## config.mk

```make
export PLATFORM = sky130hd
export DESIGN_NAME = vfpmul_sequencer_flat
export DESIGN_NICKNAME = d
export VERILOG_FILES = /design/src/rtl/vfpmul_pkg.sv /design/src/rtl/vfpmul_sequencer_if.sv /design/src/rtl/vfpmul_sequencer.sv /design/src/flat_wrapper.sv
export SDC_FILE = /design/constraint.sdc
export NUM_CORES = 1
export LEC_CHECK = 0
export CORE_MARGIN = 3
export CORE_UTILIZATION = 35
export DETAILED_ROUTE_END_ITERATION = 12
export MAX_ROUTING_LAYER = met4
export PLACE_DENSITY_LB_ADDON = 0.08
export SYNTH_ARGS = -nofsm -noshare
export SYNTH_HDL_FRONTEND = slang
export SYNTH_SLANG_ARGS = --single-unit
```

## constraint.sdc

```tcl
create_clock -name clk -period 5.1 [get_ports clk]
set_input_delay 1.53 -clock clk [delete_from_list [all_inputs] [get_ports clk]]
set_output_delay 1.53 -clock clk [all_outputs]
set_load 0.02 [all_outputs]
```

## src/rtl/vfpmul_pkg.sv

```systemverilog
// vfpmul_pkg: shared state encoding and address-map defaults for the vector FP multiply sequencer
package vfpmul_pkg;
  typedef enum logic [1:0] {IDLE, ISSUE, DRAIN, DONE} state_e;
  localparam int A_BASE_DEF = 0;
  localparam int B_BASE_DEF = 32;
  localparam int C_BASE_DEF = 64;
  localparam int EXC_W      = 32;
endpackage

```

## src/rtl/vfpmul_sequencer_if.sv

```systemverilog
// vfpmul_sequencer_if: register-file and multiplier handshake bundle between sequencer and datapath
interface vfpmul_sequencer_if #(parameter int ADDR_W = 7);
  logic [ADDR_W-1:0] rf_rd_addr_a, rf_rd_addr_b, rf_wr_addr;
  logic [31:0] rf_rd_data_a, rf_rd_data_b, mul_a, mul_b, mul_result, rf_wr_data;
  logic mul_in_valid, mul_ready, mul_out_valid, mul_exc, rf_we;
  modport master (
    output rf_rd_addr_a, rf_rd_addr_b, mul_in_valid, mul_a, mul_b, rf_we, rf_wr_addr, rf_wr_data,
    input  rf_rd_data_a, rf_rd_data_b, mul_ready, mul_out_valid, mul_result, mul_exc
  );
  modport slave (
    input  rf_rd_addr_a, rf_rd_addr_b, mul_in_valid, mul_a, mul_b, rf_we, rf_wr_addr, rf_wr_data,
    output rf_rd_data_a, rf_rd_data_b, mul_ready, mul_out_valid, mul_result, mul_exc
  );
endinterface

```

## src/rtl/vfpmul_sequencer.sv

```systemverilog
// vfpmul_sequencer: issues C[i] = A[i] * B[i] to a pipelined multiplier and retires results in order
module vfpmul_sequencer import vfpmul_pkg::*; #(
  parameter int VLEN   = EXC_W,
  parameter int ADDR_W = 7,
  parameter int A_BASE = A_BASE_DEF,
  parameter int B_BASE = B_BASE_DEF,
  parameter int C_BASE = C_BASE_DEF,
  parameter int IDX_W  = 6
) (
  input  logic                 clk,
  input  logic                 reset,
  input  logic                 start,
  vfpmul_sequencer_if.master   m,
  output logic [VLEN-1:0]      exc_flags,
  output logic                 exc_any,
  output logic                 busy,
  output logic                 done,
  output logic                 protocol_err
);
  localparam int EW = $clog2(VLEN);
  state_e state_q, state_d;
  logic [IDX_W-1:0] issue_q, issue_d, retire_q, retire_d;
  logic [VLEN-1:0] exc_q, exc_d;
  logic perr_q, perr_d;
  logic go, xfer, ret, last_iss, last_ret;
  always_comb begin
    busy = state_q == ISSUE || state_q == DRAIN;
    go = start && (state_q == IDLE || state_q == DONE);
    xfer = state_q == ISSUE && m.mul_ready;
    // a result for the element being issued this very cycle is legal (zero-latency multiplier)
    ret = busy && m.mul_out_valid && retire_q <= issue_q;
    last_iss = xfer && issue_q == IDX_W'(VLEN - 1);
    last_ret = ret && retire_q == IDX_W'(VLEN - 1);
    state_d = go ? ISSUE : last_ret ? DONE : last_iss ? DRAIN : state_q;
    issue_d = go ? '0 : issue_q + IDX_W'(xfer);
    retire_d = go ? '0 : retire_q + IDX_W'(ret);
    exc_d = go ? '0 : exc_q;
    if (ret) exc_d[retire_q[EW-1:0]] = m.mul_exc;
    perr_d = perr_q | (m.mul_out_valid && !ret);
  end
  always_ff @(posedge clk) begin
    if (reset) begin
      state_q  <= IDLE;
      issue_q  <= '0;
      retire_q <= '0;
      exc_q    <= '0;
      perr_q   <= 1'b0;
    end else begin
      state_q  <= state_d;
      issue_q  <= issue_d;
      retire_q <= retire_d;
      exc_q    <= exc_d;
      perr_q   <= perr_d;
    end
  end
  assign m.mul_in_valid = state_q == ISSUE;
  assign m.rf_rd_addr_a = ADDR_W'(A_BASE + 32'(issue_q));
  assign m.rf_rd_addr_b = ADDR_W'(B_BASE + 32'(issue_q));
  assign m.mul_a = m.rf_rd_data_a;
  assign m.mul_b = m.rf_rd_data_b;
  assign m.rf_we = ret;
  assign m.rf_wr_addr = ADDR_W'(C_BASE + 32'(retire_q));
  assign m.rf_wr_data = m.mul_result;
  assign done = state_q == DONE;
  assign exc_flags = exc_q;
  assign exc_any = |exc_q;
  assign protocol_err = perr_q;
endmodule

```

## src/flat_wrapper.sv

```systemverilog
// flat-port wrapper written by rule: the top's interface ports become plain ports
module vfpmul_sequencer_flat import vfpmul_pkg::*;
#(
  parameter int VLEN   = EXC_W,
  parameter int ADDR_W = 7,
  parameter int A_BASE = A_BASE_DEF,
  parameter int B_BASE = B_BASE_DEF,
  parameter int C_BASE = C_BASE_DEF,
  parameter int IDX_W  = 6
)
  (clk, reset, start, exc_flags, exc_any, busy, done, protocol_err, m_rf_rd_addr_a, m_rf_rd_addr_b, m_mul_in_valid, m_mul_a, m_mul_b, m_rf_we, m_rf_wr_addr, m_rf_wr_data, m_rf_rd_data_a, m_rf_rd_data_b, m_mul_ready, m_mul_out_valid, m_mul_result, m_mul_exc);
  vfpmul_sequencer_if #(.ADDR_W(ADDR_W)) m_i ();
  input  logic clk;
  input  logic reset;
  input  logic start;
  output logic [VLEN-1:0] exc_flags;
  output logic exc_any;
  output logic busy;
  output logic done;
  output logic protocol_err;
  output wire logic [$bits(m_i.rf_rd_addr_a)-1:0] m_rf_rd_addr_a;
  output wire logic [$bits(m_i.rf_rd_addr_b)-1:0] m_rf_rd_addr_b;
  output wire logic [$bits(m_i.mul_in_valid)-1:0] m_mul_in_valid;
  output wire logic [$bits(m_i.mul_a)-1:0] m_mul_a;
  output wire logic [$bits(m_i.mul_b)-1:0] m_mul_b;
  output wire logic [$bits(m_i.rf_we)-1:0] m_rf_we;
  output wire logic [$bits(m_i.rf_wr_addr)-1:0] m_rf_wr_addr;
  output wire logic [$bits(m_i.rf_wr_data)-1:0] m_rf_wr_data;
  input wire logic [$bits(m_i.rf_rd_data_a)-1:0] m_rf_rd_data_a;
  input wire logic [$bits(m_i.rf_rd_data_b)-1:0] m_rf_rd_data_b;
  input wire logic [$bits(m_i.mul_ready)-1:0] m_mul_ready;
  input wire logic [$bits(m_i.mul_out_valid)-1:0] m_mul_out_valid;
  input wire logic [$bits(m_i.mul_result)-1:0] m_mul_result;
  input wire logic [$bits(m_i.mul_exc)-1:0] m_mul_exc;
  assign m_rf_rd_addr_a = m_i.rf_rd_addr_a;
  assign m_rf_rd_addr_b = m_i.rf_rd_addr_b;
  assign m_mul_in_valid = m_i.mul_in_valid;
  assign m_mul_a = m_i.mul_a;
  assign m_mul_b = m_i.mul_b;
  assign m_rf_we = m_i.rf_we;
  assign m_rf_wr_addr = m_i.rf_wr_addr;
  assign m_rf_wr_data = m_i.rf_wr_data;
  assign m_i.rf_rd_data_a = m_rf_rd_data_a;
  assign m_i.rf_rd_data_b = m_rf_rd_data_b;
  assign m_i.mul_ready = m_mul_ready;
  assign m_i.mul_out_valid = m_mul_out_valid;
  assign m_i.mul_result = m_mul_result;
  assign m_i.mul_exc = m_mul_exc;
  vfpmul_sequencer #(.VLEN(VLEN), .ADDR_W(ADDR_W), .A_BASE(A_BASE), .B_BASE(B_BASE), .C_BASE(C_BASE), .IDX_W(IDX_W)) u_core (.clk(clk), .reset(reset), .start(start), .m(m_i), .exc_flags(exc_flags), .exc_any(exc_any), .busy(busy), .done(done), .protocol_err(protocol_err));
endmodule
```

# Word level (Yosys, flattened, before mapping)
# Cells that the tools add are included.
# op_classes
bitwise_logic	1
n_eq_ne	5
order_cmp	3
addsub	4
mux	8
n_reduce_logical	16
# ops
operator	n
$mux W32	2
$bwmux W32	1
$reduce_or A32 Y1	1
$add A6 B1 Y6	2
$eq A6 B5 Y1 const B	2
$logic_and A1 B1 Y1	8
$add A6 B6 Y7 const A	1
$add A7 B6 Y7 const A	1
$le A6 B6 Y1	1
$lt A5 B6 Y1 const B	1
$demux W1 S5	1
$ge A5 B1 Y1 const B	1
$eq A2 B2 Y1 const B	2
$mux W2	2
$reduce_bool A3 Y1	1
$eq A2 B1 Y1 const B	1
$logic_not A2 Y1	1
$logic_or A1 B1 Y1	2
$mux W1	2
$reduce_bool A2 Y1	1
$reduce_or A2 Y1	1
$logic_not A1 Y1	1
$or A1 B1 Y1	1
# totals
output_inout_bits	155
reg_bits	47
input_bits	102

# Depth between registers and ports, before layout
# Gate-level depths: netlist (run 1).
# logic_depth
depth_word	7
depth_mapped	12
ltp_nobuf	10

# Worst setup path before layout (run 1)
# No wires, ideal clock.
# synth_timing
kind	reg2out
startpoint	register u_core.issue_q[5]
endpoint	output m_rf_we
slack_ps	1298
required_time_ps	3570
path_stages_with_launch	9
n_path_buf	2
arrival_ps	2272
cell_sequence	dfxtp_1 inv_1 ha_1 and4_4 o21ai_2 a32oi_2 buf_6 buf_6 nor3b_1
# synth_between
elab_chain_len	2
# synth_rtl
item	line_no	source
start: declaration	vfpmul_sequencer.sv:22	logic [IDX_W-1:0] issue_q, issue_d, retire_q, retire_d;
start signal: assignment	vfpmul_sequencer.sv:50	issue_q <= issue_d;
$le A6 B6 Y1	vfpmul_sequencer.sv:31	ret = busy && m.mul_out_valid && retire_q <= issue_q;
$logic_and A1 B1 Y1	vfpmul_sequencer.sv:31	
end: declaration	flat_wrapper.sv:26	output wire logic [$bits(m_i.rf_we)-1:0] m_rf_we;
# Every way passes these cells.

# Worst setup path after layout (run 1)
# layout_timing
startpoint	input m_mul_out_valid
endpoint	output m_rf_we
# layout_between
elab_chain_len	2
# layout_rtl
item	line_no	source
start: declaration	flat_wrapper.sv:32	input wire logic [$bits(m_i.mul_out_valid)-1:0] m_mul_out_valid;
$logic_and A1 B1 Y1 (2 in series)	vfpmul_sequencer.sv:31	
# Every way passes these cells.

==> reports/metrics.cfg, run 1 <==
[flow_run]
maxCapViolCount=0

[timing]
finalHoldViolCount=0
drv_slew=0
layout_min_cycle_time_ns=4.58
maxSlewHeadroom_pct=48.7
tns_ns=0
max_slew.worst_pin.slew_ns=0.767
fin_skew_ns=0.00585
finalSetupViolations=0
fmax_mhz=218
fin_crit_sh_pct=89.9
rsz0062_at_grt=no
whs_ns=0.457

[layout]
fin_util_pct=36.1
areaGrowthSynthToFinish_pct=-1.90
drive_above_1_share_pct=4.91
multi_input_area_sq_um=1220
fill_cells=872
insertedDiodeCount=0
nets=400
ff_latch_area_sq_um=941

[critical_path]
crit_fanout=3
critPathMaxStageDelay_ns=0.68
arrival_ns=3.05
critical_path_class=in -> out
path_buf_inv=2
crit_slowest_cell=clkdlybuf4s50_1
end_kind=primary output
cp_num_cells=3
crit_family=buffers and inverters
cp.required_ns=3.57
path_cells=clkdlybuf4s50_1, nor3b_1, clkdlybuf4s50_1
cp_common_cell=clkdlybuf4s50_1
ff2ff_path_depth=9
cp-start-kind=input port

[logic_synthesis]
ys_warn_count=0
ys_top_cells_by_area=dfxtp_1, buf_4, o41ai_1
yosys.area.top_type=dfxtp_1
synth_edf_count=0
synth.most_common_cell=buf_4
synth_common_cells=buf_4, dfxtp_1, o41ai_1
async_flop_share_pct=0
ys_ff_latch=47
synth_ff_type=dfxtp_1
syn_avg_cell_area_sq_um=9.03
seq_area_frac_synth_pct=30.4
synth.top_cell.area_share_pct=30.4
synth_cell_types=36
syn_nets=457
synthesis.area_sq_um=3100
syn_inst=343

[global_route]
grt_pass1_vias=2088
grt_max_degree=67
grt_first_pass_wirelength_mm=11.5
antenna_found_initial=0
track_usage_pct=14.6
gr-total-overflow=0

[cts]
root_buffer=clkbuf_8
htreeDepth=2
cts_tree=built
ctsHoldBuffers=0
cts_setup_buffers=0
cts_buffer_depth=2
post_cts_resized=0
clk_latency_ns=0.29
cts_buffers=5
cts_sinks=47
clk_pin_slew_ns=0.08

[run_status]
status=complete, no violations

[drt]
viasPerCell=5.73
vias=2234
dr.pass1.iters=4
avgRoutedWirePerCell_microns=18.6
drtIter0Drc=106
ant_nets=0
route.detailed.drc=0
wl_mm=7.26

[pwr]
p_comb_share_pct=9.8
p_per_area_nw_per_um2=213
pwr-share-seq_pct=57.5
switching_share_pct=25.7
leakage_nw=0.988
p_sw_mw=0.166
vdd_drop_max_v=0.0000820
clkPwrFrac_pct=32.7
p_int_mw=0.480

[die]
initial_utilization_pct=36.8
row_count=33
io_pins=257
die_w_microns=100
die-area_sq_um=10000
die_h_microns=100
coreArea_sq_um=8420

[hold_path]
hold_path_depth=2
hold_path.class=reg -> reg

[placed_design]
port_buffers=62
place_hpwl_mm=4.81
gp_congestion=0.731

-- worst reg2reg max path: cells and delay by family, from the launching register on --
kind	cells	cell delay [ns]
AND/OR/NAND/NOR	4	0.97
flip-flops	1	0.60
adder cells (fa/ha/maj)	2	0.59
AO/OA/AOI/OAI	3	0.34
-- power groups by stage --
stage,logic [mW],registers (mW),clock network (mW)
final,0.0635,0.372,0.212
after global routing,0.0699,0.372,0.241
after CTS,0.0640,0.372,0.223
after detailed placement,0.0638,0.380,0
after global placement,0.0649,0.380,0
after floorplan,0.155,0.382,0
-- registers in the layout, summed over array words and instances (netlist names) --
register             count
u_core.issue_q           6
u_core.exc_flags        32
u_core.protocol_err      1
u_core.retire_q          6
u_core.state_q           2
-- cell usage in the layout, fill, tap and decap left out, drive strengths merged, types with 6 or more instances in the layout --
master / n
nand3: 8
clkbuf: 6
inv: 9
dfxtp: 47
a21oi: 6
nand2: 7
nor2: 11
clkdlybuf4s50: 62
ha: 12
nor4: 9
o311ai: 32
o41ai: 32
-- path summary, 6_finish.rpt --
| path | from | end | slack (ns) |
|---|---|---|---|
| worst max register to register | u_core.retire_q[2] | u_core.retire_q[5] | 2.54 |
| worst max-delay path | m_mul_out_valid | m_rf_we | 0.52 |
| worst min register to register | u_core.protocol_err | u_core.protocol_err | 0.46 |
| worst min-delay path | u_core.protocol_err | u_core.protocol_err | 0.46 |
-- through the flow --
step / total power [mW] / instances / area, sq um / setup slack [ns]
after floorplan: 0.537 / 343 / 3100 / 1.30
final: 0.647 / 390 / 3040 / 0.516
after detailed placement: 0.444 / 384 / 2970 / 0.518
after global routing: 0.683 / 390 / 3040 / 0.384
after CTS: 0.659 / 390 / 3040 / 0.516
after global placement: 0.445 / 384 / 2970 / 0.572
-- logic make-up after synthesis --
group | Yosys count | synth area share, %
AND/OR/NAND/NOR | 60 | 10.9
other | 2 | 0.243
buffers and inverters | 138 | 30.8
AO/OA/AOI/OAI | 77 | 20.8
XOR/XNOR | 7 | 1.98
adder cells (fa/ha/maj) | 12 | 4.85
flip-flops | 47 | 30.4
-- routing by layer --
metal,track usage [%],vias to the layer above,routed length [microns]
li1,-,1058,-
met1,20.9,1038,3510
met2,19.4,103,3020
met3,3.89,35,504
met4,5.70,0,218
met5,-,-,0
-- cell type report --
class | instances | share of cell area [%]
Inverter | 9 | 1.11
Multi-Input combinational cell | 158 | 40.0
Sequential cell | 47 | 31.0
Timing Repair Buffer | 65 | 21.2
Clock buffer | 6 | 2.39
Tap cell | 105 | 4.32
(Power assumes the default switching activity.)
==> run 2: changes to the inputs <==
Settings changed: CTS_BUF_LIST set to sky130_fd_sc_hd__clkbuf_8.
==> reports/metrics.cfg, run 2 (synthesized netlist as in run 1, its figures left out) <==
[global_route]
grt_max_degree=67  ; unchanged
grt_pass1_vias=2088  ; unchanged
gr-total-overflow=0  ; unchanged
track_usage_pct=14.6  ; unchanged
antenna_found_initial=0  ; unchanged
grt_first_pass_wirelength_mm=11.5  ; unchanged

[drt]
vias=2223  ; -0.49%
avgRoutedWirePerCell_microns=18.5  ; -0.33%
dr.pass1.iters=4  ; unchanged
route.detailed.drc=0  ; unchanged
ant_nets=0  ; unchanged
drtIter0Drc=106  ; unchanged
viasPerCell=5.70  ; -0.49%
wl_mm=7.23  ; -0.33%

[die]
die_w_microns=100  ; unchanged
die_h_microns=100  ; unchanged
row_count=33  ; unchanged
coreArea_sq_um=8420  ; unchanged
io_pins=257  ; unchanged
initial_utilization_pct=36.8  ; unchanged
die-area_sq_um=10000  ; unchanged

[pwr]
leakage_nw=0.992  ; +0.42%
vdd_drop_max_v=0.0000820  ; about the same
p_per_area_nw_per_um2=212  ; -0.22%

[critical_path]
ff2ff_path_depth=9  ; unchanged
arrival_ns=3.04  ; about the same
crit_slowest_cell=clkdlybuf4s50_1
path_cells=clkdlybuf4s50_1, nor3b_1, clkdlybuf4s50_1
cp-start-kind=input port
cp_common_cell=clkdlybuf4s50_1
crit_fanout=3  ; unchanged
critical_path_class=in -> out
end_kind=primary output
cp.required_ns=3.57  ; about the same
critPathMaxStageDelay_ns=0.68  ; about the same

[layout]
final_cell_mix=clkdlybuf4s50_1, dfxtp_1, o41ai_1
design_area_sq_um=3040  ; unchanged
areaGrowthSynthToFinish_pct=-1.90  ; unchanged
insertedDiodeCount=0  ; unchanged
drive_above_1_share_pct=4.91  ; unchanged
largest_reg_flops=32  ; unchanged
nets=400  ; unchanged
layout_commonest_cell=clkdlybuf4s50_1

[timing]
tns_ns=0  ; unchanged
fin_skew_ns=0.00586  ; +0.00000264 ns
finalHoldViolCount=0  ; unchanged
rsz0062_at_grt=no
layout_min_cycle_time_ns=4.57  ; -0.0107 ns
finalSetupViolations=0  ; unchanged
drv_slew=0  ; unchanged
fin_crit_sh_pct=89.7  ; -0.21 points
max_slew.worst_pin.slew_ns=0.758  ; -0.00910 ns
fmax_mhz=219  ; +0.23%
maxSlewHeadroom_pct=49.3  ; +0.61 points

[cts]
ctsHoldBuffers=0  ; unchanged
clk_pin_slew_ns=0.08  ; about the same
cts_buffer_depth=2  ; unchanged
cts_buffers=5  ; unchanged
htreeDepth=2  ; unchanged
clk_latency_ns=0.29  ; about the same
cts_sinks=47  ; unchanged
post_cts_resized=0  ; unchanged
cts_tree=built
root_buffer=clkbuf_8
cts_setup_buffers=0  ; unchanged

[run_status]
status=complete, no violations

[placed_design]
place_hpwl_mm=4.81  ; unchanged
port_buffers=62  ; unchanged
gp_congestion=0.731  ; unchanged
placed_area_sq_um=2970  ; unchanged

[flow_run]
maxCapViolCount=0  ; unchanged

[hold_path]
hold_path.class=reg -> reg
hold_path_depth=2  ; unchanged

run 2: cell count changes in the layout (fill, tap and decap cells not counted):
| cell | change |
|---|---|
| inv_1 | +1 |
| clkbuf_1 | -1 |
run 2: layout make-up:
| cell class | count | area (sq um) |
|---|---|---|
| Multi-Input combinational cell | 158 | 1220 |
| Fill cell | 872 | 5390 |
| Sequential cell | 47 | 941 |
| Timing Repair Buffer | 65 | 643 |
| Tap cell | 105 | 131 |
| Clock inverter | 1 | 3.75 |
| Inverter | 9 | 33.8 |
| Clock buffer | 5 | 68.8 |
run 2: metal layers:
| metal | global-route usage, % | up-vias | share of wire [%] |
|---|---|---|---|
| li1 | - | 1058 | - |
| met1 | 20.9 | 1030 | 48 |
| met2 | 19.4 | 100 | 42 |
| met3 | 3.89 | 35 | 6.8 |
| met4 | 5.70 | 0 | 3.0 |
| met5 | - | - | 0 |
run 2: through the flow:
stage	util [%]	hold slack, ns	cells	power (mW)	setup WS, ns
final	36.1	0.457	390	0.645	0.526
after global routing	36.1	0.494	390	0.681	0.384
after CTS	36.1	0.461	390	0.657	0.516
after detailed placement	35.2	0.443	384	0.444	0.518
after global placement	35.2	0.439	384	0.445	0.572
after floorplan	-	0.482	343	0.537	1.30
run 2: power by group:
group          leakage (nW)  switching, mW  internal (mW)  total (mW)
sequential            0.379        0.00260          0.369       0.372
clock                0.0413          0.121         0.0898       0.210
combinational         0.571         0.0439         0.0195      0.0634
run 2: worst paths after layout:
path / slack (ns) / from / to
setup / recovery: 0.53 / m_mul_out_valid / m_rf_we
hold / removal: 0.46 / u_core.protocol_err / u_core.protocol_err
setup reg to reg: 2.55 / u_core.retire_q[2] / u_core.retire_q[5]
hold reg to reg: 0.46 / u_core.protocol_err / u_core.protocol_err
run 2: worst max-delay path: cells and delay by family:
kind          cells  cell delay [ns]
buf+inv           2             1.16
simple gates      1             0.35
==> run 3: changes to the inputs <==
Settings changed: CORE_UTILIZATION 35 to 30.
Clock period 5.1 ns to 4.1 ns, I/O delays scaled along.
==> reports/metrics.cfg, run 3 (synthesized netlist as in run 1, its figures left out) <==
[run_status]
status=complete, no violations

[critical_path]
arrival_ns=2.62  ; -0.42 ns
crit_family=buffers and inverters
path_cells=clkdlybuf4s50_1, nor3b_1, clkdlybuf4s50_1
end_kind=primary output
cp-start-kind=input port
cp.required_ns=2.87  ; -0.70 ns
crit_slowest_cell=clkdlybuf4s50_1
critical_path_class=in -> out
path_buf_inv=2  ; unchanged
crit_fanout=3  ; unchanged
cp_common_cell=clkdlybuf4s50_1
critPathMaxStageDelay_ns=0.65  ; -0.03 ns

[die]
row_count=36  ; +9.1%
initial_utilization_pct=31.2  ; -5.5 points
die-area_sq_um=11600  ; +16%
coreArea_sq_um=9910  ; +18%
die_h_microns=108  ; +7.5%
io_pins=257  ; unchanged
die_w_microns=108  ; +7.5%

[timing]
rsz0062_at_grt=no
maxSlewHeadroom_pct=52.8  ; +3.5 points
layout_min_cycle_time_ns=3.85
fmax_mhz=259
fin_skew_ns=0.00418  ; -0.00167 ns
drv_slew=0  ; unchanged
tns_ns=0  ; unchanged
max_slew.worst_pin.slew_ns=0.706  ; -0.0519 ns
finalHoldViolCount=0  ; unchanged
finalSetupViolations=0  ; unchanged
fin_crit_sh_pct=94.0

[global_route]
grt_first_pass_wirelength_mm=11.9  ; +3.2%
track_usage_pct=13.2  ; -1.4 points
gr-total-overflow=0  ; unchanged
grt_pass1_vias=2143  ; +2.6%
antenna_found_initial=0  ; unchanged
grt_max_degree=67  ; unchanged

[drt]
ant_nets=0  ; unchanged
viasPerCell=5.30  ; -7.1%
wl_mm=7.57  ; +4.7%
route.detailed.drc=0  ; unchanged
avgRoutedWirePerCell_microns=17.9  ; -3.5%
vias=2240  ; +0.76%
dr.pass1.iters=4  ; unchanged
drtIter0Drc=131  ; +24%

[pwr]
pwr-share-seq_pct=55.4  ; -2.2 points
fin_total_pwr_mw=0.835  ; +29%
leakage_nw=1.01  ; +1.8%
clkPwrFrac_pct=34.8  ; +2.2 points
switching_share_pct=27.9  ; +2.0 points
p_int_mw=0.602  ; +26%
p_sw_mw=0.233  ; +40%
p_per_area_nw_per_um2=269  ; +26%
vdd_drop_max_v=0.000101  ; +23%
p_comb_share_pct=9.8  ; about the same

[cts]
cts_buffers=5  ; unchanged
cts_setup_buffers=0  ; unchanged
clk_pin_slew_ns=0.09  ; about the same
ctsHoldBuffers=0  ; unchanged
post_cts_resized=0  ; unchanged
cts_buffer_depth=2  ; unchanged
clk_latency_ns=0.31  ; +0.02 ns
cts_sinks=47  ; unchanged
htreeDepth=2  ; unchanged
root_buffer=clkbuf_8
cts_tree=built

[placed_design]
gp_congestion=0.711  ; -2.7%
place_hpwl_mm=4.99  ; +3.7%
port_buffers=62  ; unchanged

[hold_path]
hold_path.class=reg -> reg

[layout]
layout_commonest_cell=clkdlybuf4s50_1
areaGrowthSynthToFinish_pct=0.364
insertedDiodeCount=0  ; unchanged
drive_above_1_share_pct=6.55  ; +1.6 points
fill_cells=1070  ; +23%
nets=403  ; +0.75%
final_cell_mix=clkdlybuf4s50_1, dfxtp_1, o41ai_1
largest_reg_flops=32  ; unchanged

[flow_run]
maxCapViolCount=0  ; unchanged

## run 3: metal layers
metal	track usage (%)	wire length (microns)	vias to the layer above
li1	-	-	1058
met1	18.1	3660	1042
met2	18.8	3360	114
met3	3.84	444	26
met4	3.79	104	0
met5	-	0	-
## run 3: final cells by class
class,count,area (sq um),area share (%)
repair buffers,68,666,21.4
clock inverters,3,16.3,0.523
clock buffers,5,68.8,2.21
multi-input cells,158,1220,39.1
well taps,133,166,5.35
inverters,9,33.8,1.09
flip-flops and latches,47,941,30.3
## run 3: path summary, 6_finish.rpt
kind	start	to	slack [ns]	cells after the start
max	m_mul_out_valid	m_rf_we	0.25	3
min	u_core.protocol_err	u_core.protocol_err	0.45	2
max reg2reg	u_core.retire_q[3]	u_core.retire_q[5]	1.54	10
min reg2reg	u_core.protocol_err	u_core.protocol_err	0.45	2
## run 3: through the flow
step,setup WS (ns),utilization [%],hold WS [ns],cell area (sq um),instances
3_3_place_gp,0.274,30.5,0.436,3020,415
3_5_place_dp,0.226,30.5,0.446,3020,415
5_1_grt,0.156,31.4,0.525,3110,423
2_1_floorplan,0.598,-,0.482,3100,343
4_1_cts,0.228,31.4,0.460,3110,423
6_report,0.245,31.4,0.453,3110,423
## run 3: tightest hold or removal path: cells and delay by family (launching register included)
| family | cells | cell delay [ns] |
|---|---|---|
| DFF | 1 | 0.32 |
| AOI/OAI and AO/OA | 1 | 0.05 |
| buffers and inverters | 1 | 0.04 |
## run 3: power groups by stage
stage / registers [mW] / clock network, mW / logic [mW]
floorplan: 0.475 / 0 / 0.193
global placement: 0.473 / 0 / 0.0830
detailed placement: 0.473 / 0 / 0.0822
CTS: 0.463 / 0.304 / 0.0823
global route: 0.464 / 0.317 / 0.0902
finish: 0.462 / 0.291 / 0.0818
